`config.mk`:
```
export PLATFORM = sky130hd
export DESIGN_NAME = mission_sequencer
export DESIGN_NICKNAME = d
export VERILOG_FILES = /design/src/rtl/mission_pkg.sv /design/src/rtl/mission_sequencer_leg_issuer.sv /design/src/rtl/mission_sequencer.sv
export SDC_FILE = /design/constraint.sdc
export NUM_CORES = 1
export LEC_CHECK = 0
export BUFFER_PORTS_ARGS = -buffer_cell sky130_fd_sc_hd__buf_2
export CORE_MARGIN = 4
export CORE_UTILIZATION = 25
export CTS_CLUSTER_DIAMETER = 40
export DETAILED_ROUTE_END_ITERATION = 10
export GPL_TIMING_DRIVEN = 1
export REMOVE_ABC_BUFFERS = 1
export SLEW_MARGIN = 10
export SYNTH_ARGS = -nofsm -noshare
export SYNTH_HDL_FRONTEND = slang
export SYNTH_SLANG_ARGS = --single-unit
```
`constraint.sdc`:
```
create_clock -name clk_3125KHz -period 3.55 [get_ports clk_3125KHz]
set_clock_uncertainty 0.15 [all_clocks]
set_input_delay 0.1775 -clock clk_3125KHz [delete_from_list [all_inputs] [get_ports clk_3125KHz]]
set_output_delay 0.1775 -clock clk_3125KHz [all_outputs]
set_load 0.01 [all_outputs]
```
`src/rtl/mission_pkg.sv`:
```
// Shared types and helpers for the mission sequencer and its leg issuer.
package mission_pkg;

  typedef enum logic [2:0] {
    StIdle,
    StScan,
    StPick,
    StRect,
    StHome,
    StDone
  } state_e;

  localparam int unsigned HomeNodeDflt = 0;

  // Index width that never collapses to zero bits for tiny parameter values.
  function automatic int unsigned clog2_min1(input int unsigned n);
    return (n <= 2) ? 1 : $clog2(n);
  endfunction

endpackage

```
`src/rtl/mission_sequencer_leg_issuer.sv`:
```
// Owns the planner request registers: issues one leg, detects arrival, forces a one-cycle gap.
module leg_issuer #(
  parameter int unsigned NODE_W = 5
) (
  input  logic              clk_3125KHz,
  input  logic              rst_n,
  input  logic              run_en,
  input  logic              go,
  input  logic [NODE_W-1:0] target,
  input  logic [NODE_W-1:0] curr_node,
  output logic              path_req,
  output logic [NODE_W-1:0] path_start,
  output logic [NODE_W-1:0] path_end,
  output logic              leg_done
);

  logic              path_req_q, path_req_d;
  logic [NODE_W-1:0] path_start_q, path_start_d;
  logic [NODE_W-1:0] path_end_q, path_end_d;

  assign leg_done = run_en & path_req_q & (curr_node == path_end_q);

  always_comb begin
    path_req_d   = path_req_q;
    path_start_d = path_start_q;
    path_end_d   = path_end_q;
    if (leg_done) begin
      path_req_d = 1'b0;
    end else if (run_en && go && !path_req_q) begin
      // Only from an idle request line, so a completed leg always leaves a gap cycle.
      path_req_d   = 1'b1;
      path_start_d = curr_node;
      path_end_d   = target;
    end
  end

  always_ff @(posedge clk_3125KHz or negedge rst_n) begin
    if (!rst_n) begin
      path_req_q   <= 1'b0;
      path_start_q <= '0;
      path_end_q   <= '0;
    end else begin
      path_req_q   <= path_req_d;
      path_start_q <= path_start_d;
      path_end_q   <= path_end_d;
    end
  end

  assign path_req   = path_req_q;
  assign path_start = path_start_q;
  assign path_end   = path_end_q;

endmodule

```
`src/rtl/mission_sequencer.sv`:
```
// Fault-driven mission sequencer: queues unit faults, then scans, picks, rectifies and returns home.
module mission_sequencer
  import mission_pkg::*;
#(
  parameter int unsigned NODE_W    = 5,
  parameter int unsigned NUM_UNITS = 3,
  parameter int unsigned MAX_WP    = 4,
  parameter int unsigned NUM_LOC   = 4,
  parameter int unsigned CNT_W     = 3,
  parameter int unsigned HOME_NODE = HomeNodeDflt
) (
  input  logic                                  clk_3125KHz,
  input  logic                                  rst_n,
  input  logic                                  run_en,
  input  logic [NUM_UNITS-1:0]                  fault_flag,
  input  logic                                  fault_seen,
  input  logic                                  pick_block_flag,
  input  logic [clog2_min1(NUM_LOC)-1:0]        block_location,
  input  logic [NODE_W-1:0]                     curr_node,
  input  logic [NUM_UNITS*MAX_WP*NODE_W-1:0]    wp_table,
  input  logic [NUM_UNITS*$clog2(MAX_WP+1)-1:0] wp_count,
  input  logic [NUM_LOC*NODE_W-1:0]             loc_table,
  output logic                                  path_req,
  output logic [NODE_W-1:0]                     path_start,
  output logic [NODE_W-1:0]                     path_end,
  output logic [$clog2(NUM_UNITS+1)-1:0]        fault_location,
  output logic [$clog2(MAX_WP+1)-1:0]           fault_id,
  output logic                                  all_done
);

  localparam int unsigned UnitW = clog2_min1(NUM_UNITS);
  localparam int unsigned WpcW  = $clog2(MAX_WP + 1);
  localparam int unsigned FlW   = $clog2(NUM_UNITS + 1);
  localparam logic [CNT_W-1:0]  CntMax   = '1;
  localparam logic [NODE_W-1:0] HomeNode = NODE_W'(HOME_NODE);

  state_e          state_q, state_d;
  logic [UnitW-1:0] unit_q, unit_d;
  logic [WpcW-1:0]  leg_q, leg_d;
  logic [FlW-1:0]   fault_location_q, fault_location_d;
  logic [WpcW-1:0]  fault_id_q, fault_id_d;
  logic             all_done_q, all_done_d;
  logic [CNT_W-1:0] cnt_q [NUM_UNITS];
  logic [CNT_W-1:0] cnt_d [NUM_UNITS];

  logic              any_fault;
  logic [UnitW-1:0]  first_unit;
  logic [WpcW-1:0]   wpc_raw, wpc_eff;
  logic              last_leg;
  logic [NODE_W-1:0] wp_target, loc_target, target;
  logic              go, leg_done, rect_done;

  leg_issuer #(
    .NODE_W(NODE_W)
  ) u_leg_issuer (
    .clk_3125KHz(clk_3125KHz),
    .rst_n      (rst_n),
    .run_en     (run_en),
    .go         (go),
    .target     (target),
    .curr_node  (curr_node),
    .path_req   (path_req),
    .path_start (path_start),
    .path_end   (path_end),
    .leg_done   (leg_done)
  );

  // Lowest-index unit with a pending fault wins.
  always_comb begin
    any_fault  = 1'b0;
    first_unit = '0;
    for (int u = NUM_UNITS - 1; u >= 0; u--) begin
      if (cnt_q[u] != '0) begin
        any_fault  = 1'b1;
        first_unit = UnitW'(u);
      end
    end
  end

  always_comb begin
    wpc_raw = wp_count[int'(unit_q)*WpcW +: WpcW];
    if (wpc_raw == '0) begin
      wpc_eff = WpcW'(1);
    end else if (wpc_raw > WpcW'(MAX_WP)) begin
      wpc_eff = WpcW'(MAX_WP);
    end else begin
      wpc_eff = wpc_raw;
    end
  end

  assign last_leg   = (leg_q == (wpc_eff - WpcW'(1)));
  assign wp_target  = wp_table[(int'(unit_q)*MAX_WP + int'(leg_q))*NODE_W +: NODE_W];
  assign loc_target = loc_table[int'(block_location)*NODE_W +: NODE_W];

  always_comb begin
    state_d          = state_q;
    unit_d           = unit_q;
    leg_d            = leg_q;
    fault_location_d = fault_location_q;
    fault_id_d       = fault_id_q;
    all_done_d       = all_done_q;
    go               = 1'b0;
    target           = wp_target;
    rect_done        = 1'b0;
    if (run_en) begin
      unique case (state_q)
        StIdle: begin
          if (any_fault) begin
            unit_d           = first_unit;
            fault_location_d = FlW'(first_unit) + FlW'(1);
            fault_id_d       = '0;
            leg_d            = '0;
            state_d          = StScan;
          end else begin
            state_d = StHome;
          end
        end
        StScan: begin
          go = !path_req;
          if (path_req && fault_seen && (fault_id_q == '0)) begin
            fault_id_d = leg_q + WpcW'(1);
          end
          if (leg_done) begin
            if (last_leg) begin
              leg_d   = '0;
              state_d = StPick;
            end else begin
              leg_d = leg_q + WpcW'(1);
            end
          end
        end
        StPick: begin
          target = loc_target;
          go     = !path_req && pick_block_flag;
          if (leg_done) begin
            state_d = StRect;
          end
        end
        StRect: begin
          go = !path_req;
          if (leg_done) begin
            if (last_leg) begin
              rect_done        = 1'b1;
              fault_location_d = '0;
              leg_d            = '0;
              state_d          = StIdle;
            end else begin
              leg_d = leg_q + WpcW'(1);
            end
          end
        end
        StHome: begin
          target = HomeNode;
          if (path_req) begin
            // Faults raised mid-leg wait until the bot has arrived.
            if (leg_done) begin
              state_d = StIdle;
            end
          end else if (any_fault) begin
            state_d = StIdle;
          end else if (curr_node == HomeNode) begin
            all_done_d = 1'b1;
            state_d    = StDone;
          end else begin
            go = 1'b1;
          end
        end
        StDone: begin
          if (any_fault || (|fault_flag)) begin
            all_done_d = 1'b0;
            state_d    = StIdle;
          end
        end
        default: state_d = StIdle;
      endcase
    end
  end

  // Fault counters keep counting while paused; a simultaneous inc/dec cancels out.
  always_comb begin
    for (int u = 0; u < NUM_UNITS; u++) begin
      cnt_d[u] = cnt_q[u];
      if (fault_flag[u] && !(rect_done && (unit_q == UnitW'(u)))) begin
        if (cnt_q[u] != CntMax) cnt_d[u] = cnt_q[u] + CNT_W'(1);
      end else if (!fault_flag[u] && rect_done && (unit_q == UnitW'(u))) begin
        if (cnt_q[u] != '0) cnt_d[u] = cnt_q[u] - CNT_W'(1);
      end
    end
  end

  always_ff @(posedge clk_3125KHz or negedge rst_n) begin
    if (!rst_n) begin
      state_q          <= StIdle;
      unit_q           <= '0;
      leg_q            <= '0;
      fault_location_q <= '0;
      fault_id_q       <= '0;
      all_done_q       <= 1'b0;
      for (int u = 0; u < NUM_UNITS; u++) cnt_q[u] <= '0;
    end else begin
      state_q          <= state_d;
      unit_q           <= unit_d;
      leg_q            <= leg_d;
      fault_location_q <= fault_location_d;
      fault_id_q       <= fault_id_d;
      all_done_q       <= all_done_d;
      for (int u = 0; u < NUM_UNITS; u++) cnt_q[u] <= cnt_d[u];
    end
  end

  assign fault_location = fault_location_q;
  assign fault_id       = fault_id_q;
  assign all_done       = all_done_q;

endmodule

```
==> summary.md, run 1 <==
| Metric | Value |
|---|---|
| Biggest cell delay along the critical path | about 460 ps |
| EDFF count, synth | 0 |
| F_max | approximately 0.3 GHz |
| Final slew viol count | 0 |
| Worst Path Buf+Inv | 0 |
| Nets@finish | 565 |
| Routed WL | 9440 um |
| Area leader, netlist | dfrtp_1 |
| IO Pins | ~120 |
| Vias in the first global route | 3,209 |
| Top_reg_cell synth | dfrtp_1 |
| Initial antenna violation count | 2 |
| Most common cell after layout, fill and taps aside | buf_2 |
| Placement Setup Slack | -39.0 ps |
| Final min period | 3410 ps |
| Pin count of the biggest net entering global routing | 35 |
| Fin crit share | 96.2% |
| CTS max path bufs | 2 |
| FF/Latch Area | 853 um^2 |
| Max-Cap Viols | 0 |
| Cell Pwr Density | 655 mW/mm^2 |
| Clock root cell | clkbuf_16 |
| Syn avg cell area | 9.50 um^2 |
| Max-Slew Margin vs Limit | 44.0% |
| Library cells used by synthesis | 63 |
| Post-route DRC | 0 |
| Die width | about 120 um |
| Kind of critical path | reg2reg |
| CP Cell Sequence | mux2i_2, o2bb2ai_2, a21o_1, ha_2, xor2_2, a2111o_1, a311o_1, nand2_1, fa_1, mux2i_1, nor2b_1, a311o_1 |
| CTS H-Tree Depth | 2 |
| Antenna cell count | 0 |
| Total track usage | 13.2% |
| Hold violation count in the final report | 0 |
| CP Launch Type | flop |
| Ys async rst share | 100% |
| Die Y | about 120 um |
| Mapped Area | 0.00312 mm^2 |
| Clk Latency, worst-skew pair | 280 ps |
| Sequential-to-total area share from yosys stat | between 20% and 30% |
| Critical path fanouts, max | 5 |
| Final-report setup violation count | 0 |
| Status | finished, final reports clean |
| Most frequent cells in the layout | buf_2 (120), dfrtp_1 (32), nand2_1 (29) |
| Most common cell on crit path | a311o_1 |
| Leak | 1.82 nW |
| Initial Util | 25.7% |
| Global-route wire length before repair | 15,400 um |
| Vias | 3,087 |
| Max IR drop VDD | 0.000275 V |
| CTS tree | yes |
| Crit path max-delay cell type | a2111o_1 |
| Crit-path leading delay family | compound AO/OA/AOI/OAI gates |
| Worst setup slack after layout | 136 ps |
| Clock slew at reported path FFs | 60 ps |
| Worst EP arrival | 3430 ps |
| Num rows | 40 |
| Crit. End Element | flop |
| Placeable Area | 0.0121 mm^2 |
| Area Growth Syn to Fin | 33.9% |
| Synth area leaders | dfrtp_1 (27%), mux4_2 (14%), mux2_2 (4.0%) |
| Tot Pwr | 2.73 mW |
| Area occupied by multi-input gates | between 0.002 and 0.0025 mm^2 |
| Routability cong. | 0.859 |
| Worst Max-Slew Pin Slew | about 840 ps |
| # clock sinks | 34 |
| Min-Delay Path Class | in2reg |
| Die ar. | 0.0143 mm^2 |
| CTS Buf Count | 5 |
| WL per Instance | 15.2 um |
| Mapped Cells | 328 |
| Filler cell count | 1,300 |
| Drt initial violations | about 120 |
| Synth Register Bits | 34 |
| Required @ worst endpoint | 3570 ps |
| Final ANT Viol Nets | 0 |
| I/O Buffers | 120 |
| Grt total ovfl | 0 |
| Share of layout cells above drive strength 1 | 43.7% |
| Vias/cell | 4.96 |
| Hpwl dp | about 7700 um |
| Ys Warns | 0 |
| Top-area cell type share of the netlist area | between 20% and 30% |
| First-pass iteration count of the detailed router | 4 |
[synth_stat cells (3+ instances only)]
cell type and number:
inv_1 17, o22ai_1 6, nand3_1 6, o21ai_0 11, and2_1 4, mux4_2 20, nand2_1 29, or2_2 3
buf_2 5, a31oi_1 7, or3_1 4, nand4_1 6, dfrtp_1 34, mux2_2 11, fa_1 3, clkbuf_1 10
xnor2_1 3, mux2i_1 12, nor3_1 7, ha_1 4, o2bb2ai_1 3, a21oi_1 19, nor4_1 3, nand2b_1 10
nor2b_1 11, xor2_1 8, nor2_1 22, a21boi_0 3, o21bai_1 3, a21o_1 3
[metrics by stage]
step                cell area, um^2  hold WS (ps)  util, %  setup TNS, ps  std cells
global placement               3940           175     32.6              0        612
floorplan                      3020          -268        -          -62.0        309
finish                         4170          20.1     34.4              0        623
detailed placement             3940           179     32.6          -57.8        612
CTS                            4100          11.5     33.9              0        621
global route                   4170          18.3     34.4          -78.8        623
[where the power goes]
part           leakage [nW]  total (mW)  switching [mW]  internal (mW)
Clock                0.0739       0.441           0.163          0.278
Sequential            0.404       0.764           0.222          0.542
Combinational          1.35        1.53           0.757          0.770
Total                  1.82        2.73            1.14           1.59
[worst register-to-register path: stages (launching register included)]
cell,delay [ps]
dfrtp_2,450
mux2i_2,250
o2bb2ai_2,90
a21o_1,180
ha_2,180
xor2_2,160
a2111o_1,470
a311o_1,370
nand2_1,90
fa_1,440
mux2i_1,150
nor2b_1,60
a311o_1,260
[cell families after synthesis]
family | after synthesis | share of synthesized area [%]
compound gates | 80 | 18.6
fa+ha+maj | 7 | 3.53
buf+inv | 36 | 5.14
mux | 43 | 22.3
flops | 34 | 27.3
simple gates | 117 | 20.0
xor+xnor | 11 | 3.09
[layout make-up]
cell class | count | area share, %
clock buffers | 7 | 3.42
clock inverters | 1 | 0.120
inverters | 17 | 1.53
multi-input cells | 258 | 51.7
flip-flops and latches | 34 | 20.5
well taps | 168 | 5.04
repair buffers | 138 | 17.7
[registers in the layout, indices dropped and copies added (netlist names)]
signal	cells
all_done	1
state_q	3
fault_location	2
u_leg_issuer.path_start	5
cnt_q	9
leg_q	3
fault_id	3
u_leg_issuer.path_req	1
unit_q	2
u_leg_issuer.path_end	5
[per-layer routing]
layer  vias to the layer above  routed length [um]  track usage, %
met5                         -                  26               0
met4                         4                  29            2.43
met3                         6                 708            3.53
met2                       120                4810            23.3
met1                      1473                3870            16.2
li1                       1484                   -               -
[worst paths after layout]
check / from / end / slack, ps / cells past startpoint
max: unit_q[1]$_DFFE_PN0P_ / cnt_q[1]$_DFFE_PN0P_ / 140 / 12
min: curr_node[1] / u_leg_issuer.path_start[1]$_DFFE_PN0P_ / 20 / 2
max reg2reg: unit_q[1]$_DFFE_PN0P_ / cnt_q[1]$_DFFE_PN0P_ / 140 / 12
min reg2reg: u_leg_issuer.path_start[2]$_DFFE_PN0P_ / u_leg_issuer.path_start[2]$_DFFE_PN0P_ / 350 / 1
max in group asynchronous: rst_n / unit_q[1]$_DFFE_PN0P_ / 2280 / 2
min in group asynchronous: rst_n / cnt_q[5]$_DFFE_PN0P_ / 380 / 2
[timing repair]
item / 4_1_cts / 5_1_grt
hold buffers: 1 / 0
setup buffers: 0 / 2
hold endpoints to repair: 34 / 0
gates resized for setup: 1 / 13
endpoints found under the setup margin: 2 / 5
pin swaps: 0 / 11
(Power assumes the default switching activity.)
==> run 2: changes to the inputs <==
--- a/config.mk
+++ b/config.mk
@@ -5,7 +5,7 @@
 export SDC_FILE = /design/constraint.sdc
 export NUM_CORES = 1
 export LEC_CHECK = 0
-export BUFFER_PORTS_ARGS = -buffer_cell sky130_fd_sc_hd__buf_2
+export BUFFER_PORTS_ARGS = -buffer_cell sky130_fd_sc_hd__buf_4
 export CORE_MARGIN = 4
 export CORE_UTILIZATION = 25
 export CTS_CLUSTER_DIAMETER = 40
==> run 2 against run 1 <==
Compared with the run above: sequential cell count unchanged; fmax down 1.3%; global-route usage about the same; combinational power up 5%; utilization up 2.5 points; sequential power up 0.5%; die area unchanged; critical endpoint unchanged; largest cell class unchanged; largest power group unchanged.
==> summary.md, run 2 (same netlist as run 1, synthesis figures left out) <==
| Metric | Value |
|---|---|
| Total track usage | 13.2% |
| Reg2reg end | cnt_q[1]$_DFFE_PN0P_ |
| Endpoint, Worst Hold | u_leg_issuer.path_start[1]$_DFFE_PN0P_ |
| Hold_sp | curr_node[1] |
| WL per Instance | about 15 um |
| Max FFs per register | 9 |
| F_max | 0.289 GHz |
| First-pass iteration count of the detailed router | 5 |
| Leak | 1.92 nW |
| Critical path fanouts, max | 5 |
| Worst Max-Slew Pin Slew | 557 ps |
| Final ANT Viol Nets | 0 |
| Max-Slew Margin vs Limit | a little over three fifths |
| Worst EP arrival | 3470 ps |
| CTS max path bufs | 2 |
| Num rows | 40 |
| Final-report setup violation count | 0 |
| CP Launch Type | flop |
| Nets@finish | about 570 |
| Required @ worst endpoint | around 3600 ps |
| Vias in the first global route | 3,276 |
| Antenna cell count | 0 |
| Status | finished, final reports clean |
| Grt total ovfl | 0 |
| Kind of critical path | reg2reg |
| Post-route DRC | 0 |
| Hold_ws | approximately 6.7 ps |
| FF-to-FF Start | unit_q[1]$_DFFE_PN0P_ |
| Global-route wire length before repair | 15,700 um |
| Crit. End Element | flop |
| Final min period | around 3500 ps |
| Die width | 120 um |
| Fin crit share | 97.4% |
| Most frequent cells in the layout | buf_4 (138), dfrtp_1 (32), nand2_1 (28) |
| Min-Delay Path Class | in2reg |
| CTS tree | yes |
| Vias | about 3,000 |
| CP startpoint | unit_q[1]$_DFFE_PN0P_ |
| Max IR drop VDD | 0.000293 V |
| # clock sinks | 34 |
| R2R cell count | 12 |
| Max-Cap Viols | 0 |
| Share of layout cells above drive strength 1 | 43.4% |
| Clock root cell | clkbuf_16 |
| Final slew viol count | 0 |
| I/O Buffers | 120 |
| Worst setup slack after layout | 91.8 ps |
| Placeable Area | 0.0121 mm^2 |
| Initial Util | roughly 26% |
| Die ar. | 0.0143 mm^2 |
| Routed WL | 9480 um |
| Initial antenna violation count | 0 |
| Die Y | 120 um |
| Clock slew at reported path FFs | 60 ps |
| CTS Buf Count | 5 |
| Cell Pwr Density | around 630 mW/mm^2 |
| Drt initial violations | 133 |
| Tot Pwr | 2.82 mW |
| Hold violation count in the final report | 0 |
| Most common cell after layout, fill and taps aside | buf_4 |
| Pin count of the biggest net entering global routing | 35 |
| CTS H-Tree Depth | 2 |
| Placement Setup Slack | -95.0 ps |
| Vias/cell | 4.90 |
| Clk Latency, worst-skew pair | 280 ps |
| Routability cong. | about 0.8 |
| Largest reg by FF count | cnt_q |
| Area Growth Syn to Fin | 43.5% |
| Hpwl dp | 7670 um |
| FF-to-FF setup slack | 90 ps |
| Hold Crit Depth | 2 |
| IO Pins | 121 |
-- run 2: worst max path at each step --
stage,endpoint,slack (ps),cells past startpoint
after floorplan,cnt_q[7]$_DFFE_PN0P_,-30,12
after global placement,cnt_q[7]$_DFFE_PN0P_,90,12
after detailed placement,cnt_q[7]$_DFFE_PN0P_,-100,12
after CTS,cnt_q[1]$_DFFE_PN0P_,20,12
after global routing,cnt_q[1]$_DFFE_PN0P_,-10,12
final,cnt_q[1]$_DFFE_PN0P_,90,12
-- run 2: stage by stage --
step                setup TNS, ps  cell area (um^2)  cells  util (%)
finish                          0              4470    624      36.9
global route                -13.0              4470    624      36.9
CTS                             0              4400    620      36.3
detailed placement           -155              4240    611      35.0
global placement                0              4240    611      35.0
floorplan                   -62.0              3020    309         -
-- run 2: where the power goes --
| part | internal [mW] | leakage (nW) | switching (mW) | total [mW] |
|---|---|---|---|---|
| clock | 0.278 | 0.0739 | 0.165 | 0.443 |
| sequential | 0.542 | 0.404 | 0.226 | 0.768 |
| combinational | 0.858 | 1.45 | 0.749 | 1.61 |
-- run 2: final cells by class --
class,instances,area [um^2]
flip-flops and latches,34,853
inverters,17,63.8
clock buffers,7,143
multi-input cells,258,2150
well taps,168,210
fillers,1265,7640
repair buffers,139,1050
clock inverters,1,5.00
-- run 2: what timing repair did --
action	4_1_cts	5_1_grt
hold endpoints to repair	34	0
setup endpoints to repair	2	4
pin swaps	0	6
cloned	0	0
setup buffers	0	4
hold buffers	1	0
gates resized for setup	2	10
-- run 2: per-layer routing --
layer | global-route usage [%] | up-vias | part of all wire (%)
met5 | 0 | - | 0
met4 | 2.29 | 0 | 0.64
met3 | 3.72 | 7 | 7.2
met2 | 23.2 | 104 | 49
met1 | 16.4 | 1463 | 43
li1 | - | 1484 | -
-- run 2: worst max-delay path, cell delays in order, from the launching register on --
cell	delay [ps]
dfrtp_2	460
mux2i_2	280
o2bb2ai_2	90
a21o_1	160
ha_2	190
xor2_2	160
a2111o_1	440
a311o_1	420
nand2_2	80
fa_1	450
mux2i_1	150
nor2b_1	60
a311o_1	260
